--- src/rtl/div16_pkg.sv ---
// Shared definitions for the 16-bit sequential divider: FSM states and sizing.
package div16_pkg;

    localparam int DIV16_W     = 16;
    localparam int DIV16_STEPS = 16;
    localparam int DIV16_CNT_W = 5;

    typedef enum logic [1:0] {
        ST_IDLE = 2'd0,
        ST_RUN  = 2'd1,
        ST_DONE = 2'd2
    } div16_state_t;

endpackage

--- src/rtl/div16_step.sv ---
// One combinational restoring division step: shift in the next dividend bit,
// trial-subtract the divisor, keep the difference if it did not go negative.
module div16_step
    import div16_pkg::*;
(
    input  logic [DIV16_W:0]   prem,
    input  logic               din_bit,
    input  logic [DIV16_W-1:0] divisor,
    output logic [DIV16_W:0]   rem_next,
    output logic               qbit
);

    logic [DIV16_W+1:0] shifted;
    logic [DIV16_W+1:0] trial;

    // Shift-subtract: the top bit of the widened difference is the borrow.
    always_comb begin
        shifted  = {prem, din_bit};
        trial    = shifted - {2'b00, divisor};
        qbit     = ~trial[DIV16_W+1];
        rem_next = qbit ? trial[DIV16_W:0] : shifted[DIV16_W:0];
    end

endmodule

--- src/rtl/div16_seq.sv ---
// 16-bit sequential restoring divider, one quotient bit per clock.
// Define DIV16_SIGNED_EN to build two's-complement signed division
// (truncating toward zero); the default build is unsigned only.
module div16_seq
    import div16_pkg::*;
(
    input  logic               clk,
    input  logic               rst,
    input  logic               div_start,
    input  logic [DIV16_W-1:0] div_dividend,
    input  logic [DIV16_W-1:0] div_divisor,
    output logic [DIV16_W-1:0] div_quot,
    output logic [DIV16_W-1:0] div_rem,
    output logic               div_busy,
    output logic               div_done,
    output logic               div_dbz
);

    div16_state_t           state;
    div16_state_t           state_next;
    logic [DIV16_CNT_W-1:0] count;
    logic [DIV16_W:0]       prem;
    logic [DIV16_W-1:0]     dq;
    logic [DIV16_W-1:0]     dvs;
    logic                   neg_q;
    logic                   neg_r;

    logic                   accept;
    logic                   divisor_zero;
    logic                   last_step;
    logic [DIV16_W:0]       rem_next;
    logic                   qbit;
    logic [DIV16_W-1:0]     quot_raw;

    logic [DIV16_W-1:0]     op_dividend;
    logic [DIV16_W-1:0]     op_divisor;
    logic                   op_neg_q;
    logic                   op_neg_r;

    function automatic logic [DIV16_W-1:0] magnitude(input logic signed [DIV16_W-1:0] v);
        return v[DIV16_W-1] ? DIV16_W'(-v) : v;
    endfunction

    function automatic logic [DIV16_W-1:0] apply_sign(input logic [DIV16_W-1:0] v,
                                                      input logic neg);
        return neg ? DIV16_W'(-v) : v;
    endfunction

    assign accept       = div_start && (state != ST_RUN);
    assign divisor_zero = (div_divisor == '0);
    assign last_step    = (state == ST_RUN) && (count == DIV16_CNT_W'(1));
    assign quot_raw     = {dq[DIV16_W-2:0], qbit};

    div16_step u_step (
        .prem     (prem),
        .din_bit  (dq[DIV16_W-1]),
        .divisor  (dvs),
        .rem_next (rem_next),
        .qbit     (qbit)
    );

    // Operand conditioning at accept: magnitudes and result sign flags.
    always_comb begin
`ifdef DIV16_SIGNED_EN
        op_dividend = magnitude(div_dividend);
        op_divisor  = magnitude(div_divisor);
        op_neg_q    = div_dividend[DIV16_W-1] ^ div_divisor[DIV16_W-1];
        op_neg_r    = div_dividend[DIV16_W-1];
`else
        op_dividend = div_dividend;
        op_divisor  = div_divisor;
        op_neg_q    = 1'b0;
        op_neg_r    = 1'b0;
`endif
    end

    // FSM state register.
    always_ff @(posedge clk or posedge rst) begin
        if (rst) begin
            state <= ST_IDLE;
        end else begin
            state <= state_next;
        end
    end

    // Next-state and status outputs; a zero divisor skips RUN entirely.
    always_comb begin
        state_next = state;
        div_busy   = 1'b0;
        div_done   = 1'b0;
        case (state)
            ST_IDLE: begin
                if (div_start) begin
                    state_next = divisor_zero ? ST_DONE : ST_RUN;
                end
            end
            ST_RUN: begin
                div_busy = 1'b1;
                if (count == DIV16_CNT_W'(1)) begin
                    state_next = ST_DONE;
                end
            end
            ST_DONE: begin
                div_done = 1'b1;
                if (div_start) begin
                    state_next = divisor_zero ? ST_DONE : ST_RUN;
                end else begin
                    state_next = ST_IDLE;
                end
            end
            default: state_next = ST_IDLE;
        endcase
    end

    // Datapath: latch operands on accept, iterate in RUN, load results on DONE entry.
    always_ff @(posedge clk or posedge rst) begin
        if (rst) begin
            count    <= '0;
            prem     <= '0;
            dq       <= '0;
            dvs      <= '0;
            neg_q    <= 1'b0;
            neg_r    <= 1'b0;
            div_quot <= '0;
            div_rem  <= '0;
            div_dbz  <= 1'b0;
        end else if (accept) begin
            prem  <= '0;
            dq    <= op_dividend;
            dvs   <= op_divisor;
            neg_q <= op_neg_q;
            neg_r <= op_neg_r;
            if (divisor_zero) begin
                count    <= '0;
                div_quot <= '1;
                div_rem  <= div_dividend;
                div_dbz  <= 1'b1;
            end else begin
                count    <= DIV16_CNT_W'(DIV16_STEPS);
                div_dbz  <= 1'b0;
            end
        end else if (state == ST_RUN) begin
            prem  <= rem_next;
            dq    <= quot_raw;
            count <= count - DIV16_CNT_W'(1);
            if (last_step) begin
                div_quot <= apply_sign(quot_raw, neg_q);
                div_rem  <= apply_sign(rem_next[DIV16_W-1:0], neg_r);
            end
        end
    end

endmodule

--- config.mk ---
export PLATFORM = sky130hd
export DESIGN_NAME = div16_seq
export DESIGN_NICKNAME = d
export VERILOG_FILES = /design/src/rtl/div16_pkg.sv /design/src/rtl/div16_step.sv /design/src/rtl/div16_seq.sv
export SDC_FILE = /design/constraint.sdc
export NUM_CORES = 1
export LEC_CHECK = 0
export BUFFER_PORTS_ARGS = -buffer_cell sky130_fd_sc_hd__buf_4
export CORE_MARGIN = 1.5
export CORE_UTILIZATION = 32
export DETAILED_ROUTE_END_ITERATION = 10
export GPL_TIMING_DRIVEN = 0
export PLACE_DENSITY = 0.51
export SLEW_MARGIN = 5
export SYNTH_ARGS = -nofsm -noshare
export SYNTH_HDL_FRONTEND = slang
export SYNTH_HIERARCHICAL = 1
export SYNTH_SLANG_ARGS = --single-unit
--- constraint.sdc ---
create_clock -name clk -period 3.07 [get_ports clk]
set_input_delay 0.614 -clock clk [delete_from_list [all_inputs] [get_ports clk]]
set_output_delay 0.614 -clock clk [all_outputs]
set_load 0.01 [all_outputs]
==> flow_summary_export.csv, run 1 <==
group,metric,value,unit
power_and_ir_drop,power.density,1230,mW/mm^2
drt,num_vias,4077,
clock_network,clk_pin_slew,0.07,ns
sta,clock.fmax,340,MHz
sta,fin_crit,2.94,ns
cells_and_area,design_area,0.00619,sq mm
synthesis,synth_ff_type,"dfrtp_1",
global_route,grt_pass1_wl,21.4,mm
die,die_h,128,microns
synthesis,netlist-cell-type-count,59,
hold_path,hold_path.class,"in2async",
sta,rsz0062_at_grt,"no",
clock_network,clockBufferDepth,2,
placement,io_buffers,69,
global_route,antenna_found_initial,0,
power_and_ir_drop,total_power,7.64,mW
die,core_area,0.0152,sq mm
global_route,overflow,0,
drt,wl_met2,6.04,mm
cells_and_area,multi_input_area,0.00253,sq mm
cells_and_area,drive_gt1_share,26.0,%
setup_path,cpPeakStageDelay,0.44,ns
drt,dr_wl_met3,627,microns
setup_path,cp.arrival,3.23,ns
power_and_ir_drop,switchingPower,3.27,mW
die,chipWidth,128,microns
power_and_ir_drop,p_sw_share,42.9,%
cells_and_area,layout.nets,665,
die,num_io_pins,70,
setup_path,critPathMaxFanout,10,
synthesis,synth-seq-area-share,44.6,%
drt,vias_per_cell,5.08,
sta,fin_crit_sh,95.8,%
synthesis,synth-seq-cells,89,
synthesis,syn_inst,524,
synthesis,synth-edff-count,0,
power_and_ir_drop,p_leak,2.82,nW
drt,post_drt_wl_per_cell,16.4,microns
setup_path,end_kind,"register",
cells_and_area,fillers,1525,
sta,worst_pin_slew,0.534,ns
die,start_util,32.9,%
synthesis,syn_area,0.00499,sq mm
sta,drv_slew,0,
clock_network,clock-sinks,89,
global_route,grt_pass1_vias,3976,
sta,relSlewSlack,64.4,%
clock_network,clkLatencyLatePin,0.35,ns
synthesis,avgSynthCellArea,9.53,sq um
setup_path,cpMaxStageDelayCell,"or4_4",
placement,place_congestion,0.813,
synthesis,async_flop_share,100,%
clock_network,cts-root-buf,"clkbuf_16",
power_and_ir_drop,clkPwrFrac,14.7,%
drt,drt_iter0_markers,191,
sta,whs,0.262,ns
die,fp.dieArea,0.0164,sq mm
placement,dpl_cell_area,0.00578,sq mm
clock_network,ctsHtreeMaxLevel,3,
drt,wirelength,13.2,mm
drt,drt-pass1-iter-count,4,
setup_path,cp.required,3.36,ns
power_and_ir_drop,comb_power_share,56.9,%
cells_and_area,area_growth,24.0,%
clock_network,cts_tree,"built",
global_route,grt_usage,16.8,%
synthesis,synth_top_cell_by_area,"dfrtp_1",
clock_network,cts_hold_buffers,0,
run_status,status,"finished clean",
synthesis,synth.area.top_cells,"dfrtp_1, nand2_1, o21ai_0",
setup_path,cp-start-kind,"register",
drt,drt-met1-wl,6.41,mm
placement,hpwl,10.3,mm
synthesis,ys_warn_count,6,
die,std_cell_rows,45,
clock_network,numCtsBuffers,9,
drt,antenna_left,0,
cells_and_area,ff_latch_area,0.00223,sq mm
sta,hold_viol,0,
flow_run,cap_violations,0,
drt,routed.top_layer,"met4",
cells_and_area,antenna_cells,0,
drt,drcViolationCount,0,
synthesis,synth.top_cell.area_share,44.6,%
setup_path,path_class,"reg2reg",
setup_path,cp_cell_sequence,"ha_1 -> buf_6 -> a21oi_2 -> nand2b_1 -> o31a_1 -> or4_4 -> o221ai_4 -> buf_6 -> nand2_1 -> o21ai_0 -> nand2b_1 -> o221a_1",
sta,setup_viol,0,
power_and_ir_drop,pwr-share-seq,28.5,%
synthesis,syn-num-nets,578,
sta,skew,0.00949,ns
power_and_ir_drop,internal_power,4.37,mW
power_and_ir_drop,vdd_drop_max,389,uV
global_route,grt_max_degree,61,
metal layers:
layer,vias to the layer above,GRT usage [%]
li1,2005,-
met1,1958,23.5
met2,106,26.9
met3,8,3.92
met4,0,2.97
met5,-,0
power groups by stage:
stage | clock network (mW) | registers [mW] | logic [mW]
finish | 1.12 | 2.18 | 4.35
global route | 1.22 | 2.25 | 4.85
CTS | 1.16 | 2.18 | 4.10
detailed placement | 0 | 2.19 | 4.04
global placement | 0 | 2.18 | 3.94
floorplan | 0 | 2.15 | 2.79
kinds of logic (layout without fill, tap and decap cells):
family / Yosys count / after routing / share of synthesized area (%)
buffers and inverters: 58 / 149 / 5.86
AND/OR/NAND/NOR: 182 / 182 / 17.5
adder cells (fa/ha/maj): 19 / 19 / 4.91
AO/OA/AOI/OAI: 131 / 131 / 18.1
multiplexers: 32 / 32 / 6.81
XOR/XNOR: 13 / 13 / 2.28
flip-flops: 89 / 89 / 44.6
cell usage in the layout, fill, tap and decap left out, types with 16 or more instances in the layout:
cell type	n
nand2b_1	16
mux2_2	16
a21oi_1	25
mux2i_1	16
buf_4	77
nand2_1	81
inv_1	23
ha_1	18
o21ai_0	53
dfrtp_1	89
nor2_1	47
synth_stat cells (2+ instances only):
cell type   n
buf_6       5
nand3_1     5
o221a_1    12
nand4_1     4
nand2b_1   17
o2111ai_1   2
nand2_1    81
dfrtp_1    89
inv_1      24
or4_1       2
ha_1       18
nor2_1     47
xor2_1      7
o22ai_1     2
mux2_2     16
o31a_1      3
or3_2       3
xnor2_1     6
clkbuf_1   12
buf_2       8
nor4_2      3
nor3_1      3
a21o_1      7
mux2i_1    16
a21oi_1    27
inv_2       2
or3_1       3
nor2b_1     4
o21ai_1     2
a311oi_2    2
o21ai_0    57
buf_4       4
o221a_2     5
flip-flops by register name (all words and copies together) (netlist names):
name      count
count         5
div_dbz       1
div_quot     16
div_rem      16
dq           16
dvs          16
prem         17
state         2
worst max-delay path: cells and delay by family, from the launching register on:
kind                       cells  cell delay (ns)
AOI/OAI and AO/OA              5             1.08
buffers and inverters          2             0.33
adders and majority gates      1             0.31
DFF                            1             0.41
and+or+nand+nor                4             0.74
path summary, 6_finish.rpt:
path	from	end	slack, ns	depth (start not counted)
max	prem[11]$_DFFE_PP0P_	div_rem[2]$_DFFE_PP0P_	0.13	12
max in group asynchronous	rst	count[2]$_DFFE_PP0P_	2.17	3
min in group clk	div_dbz$_DFFE_PP0P_	div_dbz$_DFFE_PP0P_	0.49	2
min	rst	div_rem[11]$_DFFE_PP0P_	0.26	2
max reg2reg	prem[11]$_DFFE_PP0P_	div_rem[2]$_DFFE_PP0P_	0.13	12
min reg2reg	div_dbz$_DFFE_PP0P_	div_dbz$_DFFE_PP0P_	0.49	2
area by class of cell:
| class | count | share of cell area, % |
|---|---|---|
| buffer | 32 | 3.37 |
| clock buffer | 10 | 3.86 |
| clock inverter | 5 | 1.03 |
| inverter | 26 | 1.62 |
| multi-input combinational | 377 | 40.8 |
| sequential | 89 | 36.0 |
| tap | 188 | 3.80 |
| timing repair buffer | 76 | 9.54 |
metrics by stage:
stage / setup TNS [ns] / util (%) / std cells / setup slack, ns
2_1_floorplan: 0 / - / 524 / 0.149
3_3_place_gp: -86.55 / 37.8 / 781 / -0.982
3_5_place_dp: -0.219 / 38.0 / 782 / -0.140
4_1_cts: 0 / 40.1 / 798 / 0.0296
5_1_grt: 0 / 40.7 / 803 / 0.00899
6_report: 0 / 40.7 / 803 / 0.130
repair_timing:
| action | 4_1_cts | 5_1_grt |
|---|---|---|
| pin swaps | 1 | 6 |
| resized for setup | 1 | 17 |
| endpoints found under the setup margin | 5 | 28 |
| hold endpoints to repair | 0 | 0 |
| buffers inserted | 1 | 5 |
Note: power is estimated with default switching activity, not from simulation.
==> run 2, diff against run 1 <==
Settings changed: ABC_AREA set to 1, RECOVER_POWER set to 100, SYNTH_HIERARCHICAL 1 to not set.
==> flow_summary_export.csv, run 2 <==
group,metric,value,unit
setup_path,cp.arrival,2.88,ns
die,chipWidth,130,microns
synthesis,avgSynthCellArea,7.83,sq um
synthesis,synth.top_cell.area_share,42.9,%
cells_and_area,regMostFlops,"prem",
global_route,grt_pass1_wl,23.5,mm
power_and_ir_drop,power.density,1350,mW/mm^2
setup_path,crit_top_cell,"nand2_1",
die,core_area,0.0159,sq mm
setup_path,path_class,"in2reg",
synthesis,yosysMostFrequentCell,"nand2_1",
clock_network,cts_resized,0,
clock_network,clockBufferDepth,2,
sta,drv_slew,32,
sta,setup_ws,0.454,ns
cells_and_area,fin_cells,965,
die,num_io_pins,70,
setup_path,cp.required,3.33,ns
synthesis,synth-edff-count,0,
die,die_h,130,microns
setup_path,critical_path.top_delay_family,"simple AND/OR/NAND/NOR gates",
sta,fin_crit_sh,85.2,%
drt,num_vias,4574,
sta,worst_pin_slew,1.56,ns
synthesis,synthTopCellsByCount,"nand2_1, inv_1, dfrtp_1",
cells_and_area,antenna_cells,0,
sta,fin_crit,2.62,ns
synthesis,synth-seq-area-share,42.9,%
run_status,violations,"max-capacitance violations, max-slew violations",
setup_path,cp_cell_sequence,"clkbuf_4 -> nor2_1 -> nand2_1 -> nor4_1 -> nand2_1 -> nand2_1 -> clkbuf_2 -> nor2_1 -> a21oi_1",
sta,setup_viol,0,
setup_path,r2r-end,"prem[4]$_DFFE_PP0P_",
sta,hold_viol,0,
drt,antenna_left,0,
power_and_ir_drop,vdd_drop_max,473,uV
synthesis,synth_top_cell_by_area,"dfrtp_1",
placement,io_buffers,69,
global_route,overflow,0,
power_and_ir_drop,comb_power_share,60.2,%
cells_and_area,multi_input_area,0.00239,sq mm
cells_and_area,fillers,1735,
synthesis,synth_ff_type,"dfrtp_1",
global_route,grt_pass1_vias,4538,
sta,rsz0062_at_grt,"no",
die,std_cell_rows,46,
drt,drt_iter0_markers,294,
setup_path,critPathMaxFanout,10,
sta,relSlewSlack,-4.86,%
die,fp.dieArea,0.0170,sq mm
synthesis,synth.area.top_cells,"dfrtp_1, nand2_1, inv_1",
power_and_ir_drop,total_power,8.24,mW
placement,place_congestion,0.894,
global_route,grt_max_degree,59,
setup_path,end_kind,"register",
power_and_ir_drop,p_leak,3.03,nW
setup_path,rr_startpoint,"prem[10]$_DFFE_PP0P_",
drt,vias_per_cell,4.74,
sta,clock.fmax,382,MHz
cells_and_area,largest_register_ffs,17,
drt,drt-pass1-iter-count,4,
run_status,status,"finished, violations left",
drt,post_drt_wl_per_cell,15.2,microns
cells_and_area,area_growth,17.6,%
cells_and_area,mostFrequentLayoutCell,"nand2_1",
hold_path,hold_path_depth,3,
hold_path,hold_path.startpoint,"div_divisor[3]",
placement,dpl.cell_count,949,
setup_path,r2r_cells,12,
setup_path,worst-path-buf-inv,2,
synthesis,syn-num-nets,717,
synthesis,syn_area,0.00519,sq mm
synthesis,syn_inst,663,
flow_run,cap_violations,1,
power_and_ir_drop,pwr-share-seq,25.6,%
setup_path,cp-start-kind,"input port",
setup_path,cpPeakStageDelay,0.72,ns
power_and_ir_drop,switchingPower,4.08,mW
power_and_ir_drop,clkPwrFrac,14.1,%
synthesis,netlist-cell-type-count,39,
clock_network,clock-sinks,89,
cells_and_area,final_util,38.4,%
drt,drcViolationCount,0,
drt,wirelength,14.6,mm
clock_network,cts_setup_buffers,0,
sta,whs,0.482,ns
power_and_ir_drop,p_sw_share,49.5,%
global_route,antenna_found_initial,0,
clock_network,clk_pin_slew,0.07,ns
synthesis,async_flop_share,100,%
cells_and_area,ff_latch_area,0.00223,sq mm
setup_path,r2r_slack,0.48,ns
cells_and_area,layout.nets,798,
clock_network,cts_hold_buffers,0,
clock_network,cts_tree,"built",
clock_network,ctsHtreeMaxLevel,3,
cells_and_area,most-common-layout-cells,"nand2_1, inv_1, dfrtp_1",
placement,post-place-ws,0.401,ns
clock_network,numCtsBuffers,9,
hold_path,min_to,"dvs[3]$_DFFE_PP0P_",
clock_network,clkLatencyLatePin,0.35,ns
die,start_util,32.7,%
global_route,grt_usage,18.1,%
cells_and_area,drive_gt1_share,11.7,%
setup_path,cpMaxStageDelayCell,"nor4_1",
synthesis,ys_warn_count,0,
sta,skew,0.0124,ns
synthesis,synth-seq-cells,89,
clock_network,cts-root-buf,"clkbuf_16",
power_and_ir_drop,internal_power,4.16,mW
placement,hpwl,11.3,mm
hold_path,hold_path.class,"in2reg",
[run 2: cell count changes after synthesis, moves of 15 or more]
cell	delta
o21ai_0	-36
nand2_1	+86
nand3_1	+31
nand2b_1	-17
nand3_2	+23
o21ai_1	+16
inv_1	+75
mux2i_1	-16
mux2_2	-16
a21boi_0	+15
[run 2: worst min-delay path: cells and delay by family]
family          cells  cell delay, ns
buf+inv             1            0.08
compound gates      1            0.06
simple gates        1            0.04
[run 2: how the worst max path moves through the flow]
stage	slack, ns	cells after the start	end	from
CTS	0.62	15	div_rem[14]$_DFFE_PP0P_	dq[15]$_DFFE_PP0P_
finish	0.45	9	div_rem[11]$_DFFE_PP0P_	div_divisor[0]
floorplan	0.15	1	count[0]$_DFFE_PP0P_	rst
detailed placement	0.40	8	div_rem[5]$_DFFE_PP0P_	div_divisor[0]
global route	0.21	14	div_rem[3]$_DFFE_PP0P_	prem[6]$_DFFE_PP0P_
global placement	-0.99	2	dvs[4]$_DFFE_PP0P_	rst
[run 2: per-stage QoR]
step / cell area, sq um / setup TNS, ns
after floorplan: 5190 / 0
after global placement: 5980 / -87.41
after detailed placement: 6010 / 0
after CTS: 6320 / 0
after global routing: 6110 / 0
final: 6110 / 0
[run 2: cell families after synthesis]
family / synth area share, %
AOI/OAI and AO/OA: 14.1
and+or+nand+nor: 27.5
xor gates and xnor gates: 1.18
buffers and inverters: 9.66
adders and majority gates: 4.72
DFF: 42.9
[run 2: final cells by class]
cell class / instances / area share (%)
Multi-Input combinational cell: 447 / 39.1
Inverter: 105 / 6.48
Clock buffer: 10 / 3.91
Sequential cell: 89 / 36.5
Timing Repair Buffer: 70 / 6.78
Tap cell: 216 / 4.43
Clock inverter: 6 / 1.19
Buffer: 22 / 1.62
[run 2: per-layer routing]
metal  share of wire [%]  up-vias  track usage (%)
met4                 1.5        0             6.14
met1                  49     2174             25.5
met2                  45       88             28.3
li1                    -     2298                -
met3                 4.5       14             2.62
met5                   0        -                0
[run 2: power groups by stage]
stage	Sequential, mW	Clock (mW)	Combinational (mW)
final	2.11	1.17	4.96
after global routing	2.18	1.24	5.67
after CTS	2.12	1.20	5.34
after detailed placement	2.14	0	5.31
after global placement	2.13	0	5.23
after floorplan	2.12	0	3.82
